$ cat src/rtl/johnson_pkg.sv
// Shared types and helpers for Johnson-code decoding.
//   state_e        : lock FSM states
//   johnson_legal  : 1 when a DIGITS-wide code is a legal Johnson code
//   johnson_index  : position 0..2*DIGITS-1 of a legal code
package johnson_pkg;

  localparam int unsigned MAX_DIGITS = 16;
  localparam int unsigned IDX_FULL_W = 5;

  typedef enum logic [1:0] {
    ST_UNLOCKED = 2'd0,
    ST_ACQUIRE  = 2'd1,
    ST_LOCKED   = 2'd2
  } state_e;

  // Legal iff the live bits contain at most one 0/1 boundary.
  function automatic logic johnson_legal(input logic [MAX_DIGITS-1:0] code,
                                         input int unsigned digits);
    int unsigned trans;
    trans = 0;
    for (int unsigned i = 0; i < MAX_DIGITS - 1; i++) begin
      if ((i + 1 < digits) && (code[i] != code[i+1])) trans = trans + 1;
    end
    return (trans <= 1);
  endfunction

  // Ones-count gives the position on the filling half; the draining half
  // (MSB already cleared) counts back down from 2*digits.
  function automatic logic [IDX_FULL_W-1:0] johnson_index(
      input logic [MAX_DIGITS-1:0] code, input int unsigned digits);
    int unsigned p;
    p = 0;
    for (int unsigned i = 0; i < MAX_DIGITS; i++) begin
      if ((i < digits) && code[i]) p = p + 1;
    end
    if (code[digits-1] || (p == 0)) return IDX_FULL_W'(p);
    return IDX_FULL_W'(2 * digits - p);
  endfunction

endpackage

$ cat src/rtl/johnson_to_index.sv
// Combinational Johnson code legality check and position decode.
//   code    : Johnson-coded sample
//   legal_c : code is a legal Johnson code
//   index_c : decoded position (meaningful only when legal_c)
module johnson_to_index
  import johnson_pkg::*;
#(
  parameter int unsigned DIGITS = 4,
  localparam int unsigned IW = $clog2(2 * DIGITS)
) (
  input  logic [DIGITS-1:0] code,
  output logic              legal_c,
  output logic [IW-1:0]     index_c
);

  logic [MAX_DIGITS-1:0] code_ext;

  // Zero-extend to the package's fixed working width.
  always_comb begin
    code_ext = MAX_DIGITS'(code);
    legal_c  = johnson_legal(code_ext, DIGITS);
    index_c  = IW'(johnson_index(code_ext, DIGITS));
  end

endmodule

$ cat src/rtl/johnson_count_decoder.sv
// Johnson counter position decoder with direction tracking and lock FSM.
//   clock, reset    : rising-edge clock, synchronous active-high reset
//   code_in         : Johnson-coded sample, taken when code_valid is high
//   index           : last legal decoded position
//   index_valid     : pulse, index updated from a legal sample
//   dir             : 1 forward, 0 reverse
//   locked          : lock FSM is in LOCKED
//   illegal         : pulse, sample was not a legal code
//   step_err        : pulse, legal sample jumped more than one step while locked
//   err_count       : saturating count of illegal + step_err pulses
module johnson_count_decoder
  import johnson_pkg::*;
#(
  parameter int unsigned DIGITS   = 4,
  parameter int unsigned LOCK_RUN = 3,
  localparam int unsigned IW = $clog2(2 * DIGITS)
) (
  input  logic              clock,
  input  logic              reset,
  input  logic [DIGITS-1:0] code_in,
  input  logic              code_valid,
  output logic [IW-1:0]     index,
  output logic              index_valid,
  output logic              dir,
  output logic              locked,
  output logic              illegal,
  output logic              step_err,
  output logic [7:0]        err_count
);

  localparam int unsigned RW  = 4;
  localparam int unsigned CYC = 2 * DIGITS;
  localparam logic [IW:0]   CYC_W      = (IW + 1)'(CYC);
  localparam logic [IW:0]   STEP_FWD_W = (IW + 1)'(1);
  localparam logic [IW:0]   STEP_REV_W = (IW + 1)'(CYC - 1);
  localparam logic [RW-1:0] LOCK_RUN_W = RW'(LOCK_RUN);

  state_e          state_q, state_d;
  // index_q doubles as the last legal index used for step computation.
  logic [IW-1:0]   index_q, index_d;
  logic            dir_q, dir_d;
  logic            locked_q, locked_d;
  logic            index_valid_q, index_valid_d;
  logic            illegal_q, illegal_d;
  logic            step_err_q, step_err_d;
  logic [7:0]      err_count_q, err_count_d;
  logic [RW-1:0]   run_q, run_d;

  logic            legal_c;
  logic [IW-1:0]   new_index_c;
  logic [IW:0]     delta_c;
  logic            step_fwd_c, step_rev_c, step_zero_c;
  logic [RW-1:0]   run_next_c;
  logic            err_inc_c;

  johnson_to_index #(.DIGITS(DIGITS)) u_to_index (
    .code    (code_in),
    .legal_c (legal_c),
    .index_c (new_index_c)
  );

  // Modular step distance; biased by CYC so the subtraction never underflows.
  always_comb begin
    delta_c = (IW + 1)'({1'b0, new_index_c}) + CYC_W - (IW + 1)'({1'b0, index_q});
    if (delta_c >= CYC_W) delta_c = delta_c - CYC_W;
    step_fwd_c  = (delta_c == STEP_FWD_W);
    step_rev_c  = (delta_c == STEP_REV_W);
    step_zero_c = (delta_c == '0);
  end

  // Next-state and output logic.
  always_comb begin
    state_d       = state_q;
    index_d       = index_q;
    dir_d         = dir_q;
    run_d         = run_q;
    index_valid_d = 1'b0;
    illegal_d     = 1'b0;
    step_err_d    = 1'b0;
    err_count_d   = err_count_q;
    err_inc_c     = 1'b0;
    run_next_c    = run_q;

    if (code_valid) begin
      if (!legal_c) begin
        illegal_d = 1'b1;
        err_inc_c = 1'b1;
        state_d   = ST_UNLOCKED;
        run_d     = '0;
      end else begin
        index_valid_d = 1'b1;
        index_d       = new_index_c;
        unique case (state_q)
          ST_UNLOCKED: begin
            state_d = ST_ACQUIRE;
            run_d   = '0;
          end
          ST_ACQUIRE: begin
            if (step_fwd_c || step_rev_c) begin
              // run==0 marks the first step, which may go either way.
              if ((run_q == '0) || (step_fwd_c == dir_q)) run_next_c = run_q + RW'(1);
              else                                        run_next_c = RW'(1);
              dir_d = step_fwd_c;
              run_d = run_next_c;
              if (run_next_c >= LOCK_RUN_W) state_d = ST_LOCKED;
            end else if (!step_zero_c) begin
              run_d = '0;
            end
          end
          ST_LOCKED: begin
            if (step_fwd_c) begin
              dir_d = 1'b1;
            end else if (step_rev_c) begin
              dir_d = 1'b0;
            end else if (!step_zero_c) begin
              step_err_d = 1'b1;
              err_inc_c  = 1'b1;
              state_d    = ST_ACQUIRE;
              run_d      = '0;
            end
          end
          default: begin
            state_d = ST_UNLOCKED;
            run_d   = '0;
          end
        endcase
      end
    end

    if (err_inc_c && (err_count_q != 8'hFF)) err_count_d = err_count_q + 8'd1;
    locked_d = (state_d == ST_LOCKED);
  end

  // State and output registers.
  always_ff @(posedge clock) begin
    if (reset) begin
      state_q       <= ST_UNLOCKED;
      index_q       <= '0;
      dir_q         <= 1'b1;
      locked_q      <= 1'b0;
      index_valid_q <= 1'b0;
      illegal_q     <= 1'b0;
      step_err_q    <= 1'b0;
      err_count_q   <= '0;
      run_q         <= '0;
    end else begin
      state_q       <= state_d;
      index_q       <= index_d;
      dir_q         <= dir_d;
      locked_q      <= locked_d;
      index_valid_q <= index_valid_d;
      illegal_q     <= illegal_d;
      step_err_q    <= step_err_d;
      err_count_q   <= err_count_d;
      run_q         <= run_d;
    end
  end

  assign index       = index_q;
  assign index_valid = index_valid_q;
  assign dir         = dir_q;
  assign locked      = locked_q;
  assign illegal     = illegal_q;
  assign step_err    = step_err_q;
  assign err_count   = err_count_q;

endmodule

$ cat config.mk
export PLATFORM = sky130hd
export DESIGN_NAME = johnson_count_decoder
export DESIGN_NICKNAME = d
export VERILOG_FILES = /design/src/rtl/johnson_pkg.sv /design/src/rtl/johnson_to_index.sv /design/src/rtl/johnson_count_decoder.sv
export SDC_FILE = /design/constraint.sdc
export NUM_CORES = 1
export LEC_CHECK = 0
export CORE_ASPECT_RATIO = 0.9
export CORE_MARGIN = 8
export CORE_UTILIZATION = 45
export DETAILED_ROUTE_END_ITERATION = 10
export GPL_ROUTABILITY_DRIVEN = 0
export PLACE_DENSITY_LB_ADDON = 0.2
export SYNTH_ARGS = -nofsm -noshare
export SYNTH_HDL_FRONTEND = slang
export SYNTH_SLANG_ARGS = --single-unit
$ cat constraint.sdc
create_clock -name clock -period 4.5 [get_ports clock]
set_input_delay 0.9 -clock clock [delete_from_list [all_inputs] [get_ports clock]]
set_output_delay 0.9 -clock clock [all_outputs]
set_load 0.02 [all_outputs]
==> results of run 1 <==
## per-layer routing
layer	share of wire	track usage	up-vias	routed length, um
li1	-	-	800	-
met1	0.43	0.175	766	1840
met2	0.48	0.254	59	2050
met3	0.068	0.0320	10	292
met4	0.019	0.0698	0	82
met5	0	0	-	0
## where the power goes
group	switching [W]	internal (W)
registers	0.00000874	0.000203
logic	0.000156	0.000149
clock network	0.0000717	0.000119
## cell families (layout without fill, tap and decap cells)
logic type	Yosys count	count (layout)	share of synthesized area
xor+xnor	10	10	0.0721
simple gates	71	71	0.234
flops	22	22	0.273
buf+inv	23	71	0.0589
mux	4	4	0.0279
compound gates	48	48	0.213
fa+ha+maj	15	15	0.121
## stage by stage
step,total power [W],TNS (ns),std cells,utilization
after floorplan,0.000382,0,193,-
after global placement,0.000479,-3.94,275,0.593
after detailed placement,0.000490,-8.41,275,0.593
after CTS,0.000699,0,284,0.639
after global routing,0.000742,0,285,0.647
final,0.000707,0,285,0.647
## critical path: cells and delay by family
family | cells | cell delay (ns)
adder cells (fa/ha/maj) | 4 | 1.28
multiplexers | 3 | 0.74
XOR/XNOR | 3 | 0.65
buffers and inverters | 3 | 0.43
AO/OA/AOI/OAI | 2 | 0.33
AND/OR/NAND/NOR | 2 | 0.14
## area by class of cell
cell class              instances  share of cell area
clock inverters                 1              0.0136
multi-input cells             148               0.514
repair buffers                 49               0.198
flip-flops and latches         22               0.200
clock buffers                   3              0.0187
inverters                      18              0.0307
well taps                      44              0.0250
## cells in the mapped netlist (all sizes together), types with 4 or more instances
cell type	count
nand3	8
a21oi	11
inv	18
ha	14
nor3	5
nor2	21
nand4	7
dfxtp	22
o31ai	4
xnor2	4
o21ai	9
and3	4
or3	4
nand2	7
xor2	4
## flip-flops by register name, indices dropped and copies added, names as in the netlist
signal       flops
err_count        8
run_q            4
index            3
state_q          2
dir              1
illegal          1
index_valid      1
locked           1
step_err         1
## path summary, 6_finish.rpt
kind / start / to / slack (ns) / depth (start not counted)
max: code_in[1] / err_count[1] / 0.16 / 17
min reg2reg: err_count[5] / err_count[5] / 0.52 / 2
min: err_count[5] / err_count[5] / 0.52 / 2
max reg2reg: index[0] / err_count[1] / 1.87 / 10
## repair_timing
item	in CTS	in global routing
hold buffers	0	0
resized for setup	13	9
endpoints found under the setup margin	15	12
pin swaps	6	5
setup buffers	5	1
==> impl_metrics.json, run 1 <==
{
  "status": "finished clean",
  "period_share": 0.964,
  "rsz0062_at_grt": "false",
  "multi_input_area_um2": 1130,
  "rows": 20,
  "period_minus_slack_ns": 4.34,
  "critPathKind": "primary input to register",
  "netlist_top_cells_area": "dfxtp_1 (27%), ha_1 (11%), nor2_1 (4.7%)",
  "design.core.area_um2": 3400,
  "setup_viol": 0,
  "hpwl_um": 3180,
  "syn_to_final_growth_pct": 36.5,
  "grt-ovfl-total": 0,
  "clkSinkCount": 22,
  "syn_area_per_cell_um2": 8.36,
  "clock_latency_ns": 0.27,
  "synthCells": 193,
  "peakVddDrop_v": 0.000238,
  "h-tree-depth": 1,
  "synth_top_area_frac": 0.273,
  "num_io_pins": 23,
  "drv_cap": 0,
  "antenna_found_initial": 0,
  "fin_skew_ns": 0.00247,
  "synth-seq-cells": 22,
  "n_fill_cell": 288,
  "grt_pass1_wl_um": 7070,
  "ys_warn_count": 0,
  "routedWlPerCell_um": 15.0,
  "drtIter0Drc": 96,
  "synthFlopType": "dfxtp_1",
  "slew_violations": 0,
  "slew-limit-headroom": 0.573,
  "layout_common_cells": "buf_4 (25), dfxtp_1 (22), nor2_1 (20)",
  "slowest_delay_ns": 0.41,
  "grt_max_degree": 16,
  "p_per_area_nw_per_um2": 321,
  "ys_seq_area_frac": 0.273,
  "crit_path_top_delay_cell": "fa_2",
  "tightest_slew_ns": 0.639,
  "vias_per_cell": 5.74,
  "path_cells": "clkdlybuf4s15_1, inv_2, ha_4, xor2_1, ha_1, mux2i_2, ha_2, nand2_1, o21ai_2, fa_2, xnor2_2, xnor3_2, mux2_4, a31oi_4, buf_12, mux2i_1, nor2_1",
  "cts_buffers": 3,
  "antenna_cells": 0,
  "worstPathMaxFanout": 6,
  "async_reset_ff_frac": 0,
  "arrival_ns": 4.48,
  "drcViolationCount": 0,
  "cp-end-kind": "register",
  "final_common_cell": "buf_4",
  "holdWs_ns": 0.525,
  "wl_um": 4270,
  "ff_latch_area_um2": 440,
  "synth_cell_types": 46,
  "synth_fp_nets": 215,
  "initial_core_util": 0.474,
  "dpl_cell_area_um2": 2020,
  "max_freq_mhz": 231,
  "grt_pass1_vias": 1574,
  "path_clk_slew_ns": 0.09,
  "yosysTopAreaCell": "dfxtp_1",
  "cts-root-buf": "clkbuf_8",
  "cts_tree": "built",
  "hold_path.class": "register to register",
  "firstDrtPassIters": 4,
  "grtUsageTotal": 0.150,
  "critPathLaunchType": "primary input",
  "die_h_um": 72.8,
  "leakage_nw": 0.920,
  "dieWidth_um": 79.1,
  "synth_edf_count": 0,
  "port_buffers": 22,
  "num-nets-final": 264,
  "finish.instance_area_um2": 2200,
  "finalHoldViolations": 0,
  "die_area_um2": 5760,
  "drive_gt1_frac": 0.199,
  "num_vias": 1635,
  "cp.required_ns": 4.64,
  "timing.final.ws_setup_ns": 0.164,
  "drtAntennaViolNets": 0,
  "syn_area_um2": 1610,
  "dp_slack_ns": -0.636,
  "clockBufferDepth": 2
}
No activity file was read; power rests on OpenSTA's default activity.
==> inputs of run 2 (changes only) <==
--- a/config.mk
+++ b/config.mk
@@ -5,8 +5,8 @@
 export SDC_FILE = /design/constraint.sdc
 export NUM_CORES = 1
 export LEC_CHECK = 0
+export CAP_MARGIN = 20
 export CORE_ASPECT_RATIO = 0.9
-export CORE_MARGIN = 8
 export CORE_UTILIZATION = 45
 export DETAILED_ROUTE_END_ITERATION = 10
 export GPL_ROUTABILITY_DRIVEN = 0
==> run 2 against run 1 <==
  * Non-clock buffer count shrank 1
  * Setup slack lost 0.072 ns
  * First-iteration DRC count grew 25%
  * Worst hold slack gained 0.0062 ns
  * Clock skew is essentially flat
  * Register-to-register slack lost 0.02 ns
  * Clock-buffer cell count grew 1
  * Final cell count is the same
  * Global-route usage grew 7.5 points
  * Die area shrank 34%
  * Power shrank 6.2%
  * Sequential share of layout area grew 0.16 points
  * Largest cell class unchanged
  * Largest power group unchanged
==> impl_metrics.json, run 2 (synthesis results as in run 1) <==
{
  "p_sw_frac": 0.357,
  "peakVddDrop_v": 0.000185,
  "cts-root-buf": "clkbuf_8",
  "largest_register_ffs": 8,
  "power.share.sequential": 0.319,
  "critical_path_buf_inv_count": 2,
  "design.core.area_um2": 3400,
  "cp.required_ns": 4.69,
  "clkSinkCount": 22,
  "grtUsageTotal": 0.225,
  "p_int_w": 0.000427,
  "wl_um": 4180,
  "cp-end-kind": "register",
  "p_total_w": 0.000663,
  "drcViolationCount": 0,
  "num-nets-final": 264,
  "hold_path.class": "register to register",
  "syn_to_final_growth_pct": 35.4,
  "die_area_um2": 3830,
  "critPathKind": "primary input to register",
  "initial_core_util": 0.474,
  "antenna_cells": 0,
  "cts_buffers": 3,
  "drive_gt1_frac": 0.191,
  "layout_common_cells": "buf_4 (25), dfxtp_1 (22), nor2_1 (20)",
  "grt_max_degree": 16,
  "drtIter0Drc": 120,
  "slew-limit-headroom": 0.590,
  "period_share": 0.980,
  "fin_skew_ns": 0.00271,
  "final_common_cell": "buf_4",
  "setup_viol": 0,
  "finish.instance_area_um2": 2190,
  "p_per_area_nw_per_um2": 304,
  "cts_tree": "built",
  "antenna_found_initial": 0,
  "rsz0062_at_grt": "false",
  "num_vias": 1629,
  "critPathLaunchType": "primary input",
  "hpwl_um": 3040,
  "slew_violations": 0,
  "slowest_delay_ns": 0.56,
  "rows": 20,
  "h-tree-depth": 1,
  "pwr-share-clk": 0.222,
  "die_h_um": 58.8,
  "drv_cap": 0,
  "cp_top_family": "adder cells",
  "port_buffers": 22,
  "clockBufferDepth": 2,
  "dpl_cell_area_um2": 2020,
  "num_io_pins": 23,
  "path_clk_slew_ns": 0.08,
  "clock_latency_ns": 0.27,
  "drtAntennaViolNets": 0,
  "p_switching_w": 0.000237,
  "period_minus_slack_ns": 4.41,
  "firstDrtPassIters": 4,
  "status": "finished clean",
  "worstPathMaxFanout": 7,
  "combPwrFrac": 0.459,
  "finalHoldViolations": 0,
  "dieWidth_um": 65.1,
  "path_cells": "clkdlybuf4s15_1, inv_1, ha_4, xor2_1, ha_1, mux2i_2, ha_2, a21oi_2, nand2_1, o21ai_2, fa_2, xnor2_2, xnor3_2, mux2_4, a31oi_4, or4_1, a21oi_1",
  "tightest_slew_ns": 0.612,
  "crit_path_top_delay_cell": "or4_1",
  "vias_per_cell": 5.72,
  "n_fill_cell": 300,
  "grt_pass1_vias": 1457,
  "grt_pass1_wl_um": 6520,
  "arrival_ns": 4.60,
  "max_freq_mhz": 227,
  "leakage_nw": 0.907,
  "grt-ovfl-total": 0,
  "routedWlPerCell_um": 14.7
}
## run 2: per-layer routing
metal | vias to the layer above | GRT usage | wire (um)
met5 | - | 0 | 0
met4 | 0 | 0.127 | 157
met3 | 12 | 0.0329 | 293
met2 | 68 | 0.369 | 1970
met1 | 740 | 0.283 | 1750
li1 | 809 | - | -
## run 2: timing repair
item	in CTS	in global routing
resized for setup	12	5
cloned	1	0
setup buffers	5	0
hold buffers	0	0
setup endpoints to repair	15	14
pin swaps	8	1
## run 2: power by group through the flow
| stage | Sequential [W] | Clock, W | Combinational [W] |
|---|---|---|---|
| CTS | 0.000211 | 0.000148 | 0.000295 |
| global route | 0.000213 | 0.000159 | 0.000328 |
| global placement | 0.000215 | 0 | 0.000264 |
| detailed placement | 0.000216 | 0 | 0.000272 |
| floorplan | 0.000222 | 0 | 0.000159 |
| finish | 0.000212 | 0.000147 | 0.000304 |
## run 2: tightest hold or removal path: stages, from the launching register on
cell and delay [ns]:
dfxtp_1 0.34, o31ai_1 0.08, a21oi_1 0.07
## run 2: worst paths after layout
path | from | to | slack [ns] | cells after the start
setup / recovery | code_in[0] | err_count[7] | 0.09 | 17
hold / removal | err_count[7] | err_count[7] | 0.53 | 2
setup reg to reg | index[0] | err_count[7] | 1.85 | 9
hold reg to reg | err_count[7] | err_count[7] | 0.53 | 2
## run 2: cell type report
| cell class | count | area [um^2] | area share |
|---|---|---|---|
| clock buffer | 4 | 55.1 | 0.0252 |
| inverter | 18 | 67.6 | 0.0309 |
| tap | 44 | 55.1 | 0.0252 |
| sequential | 22 | 440 | 0.201 |
| timing repair buffer | 48 | 420 | 0.192 |
| multi-input combinational | 149 | 1150 | 0.525 |
## run 2: through the flow
step                setup slack (ns)  hold slack, ns  instances   util  setup TNS, ns
global placement              -0.326           0.478        275  0.593          -3.96
floorplan                      0.116           0.533        193      -              0
detailed placement            -0.614           0.507        275  0.593          -8.14
global route                  0.0160           0.534        285  0.642              0
CTS                           0.0802           0.526        285  0.637              0
finish                        0.0914           0.531        285  0.642              0
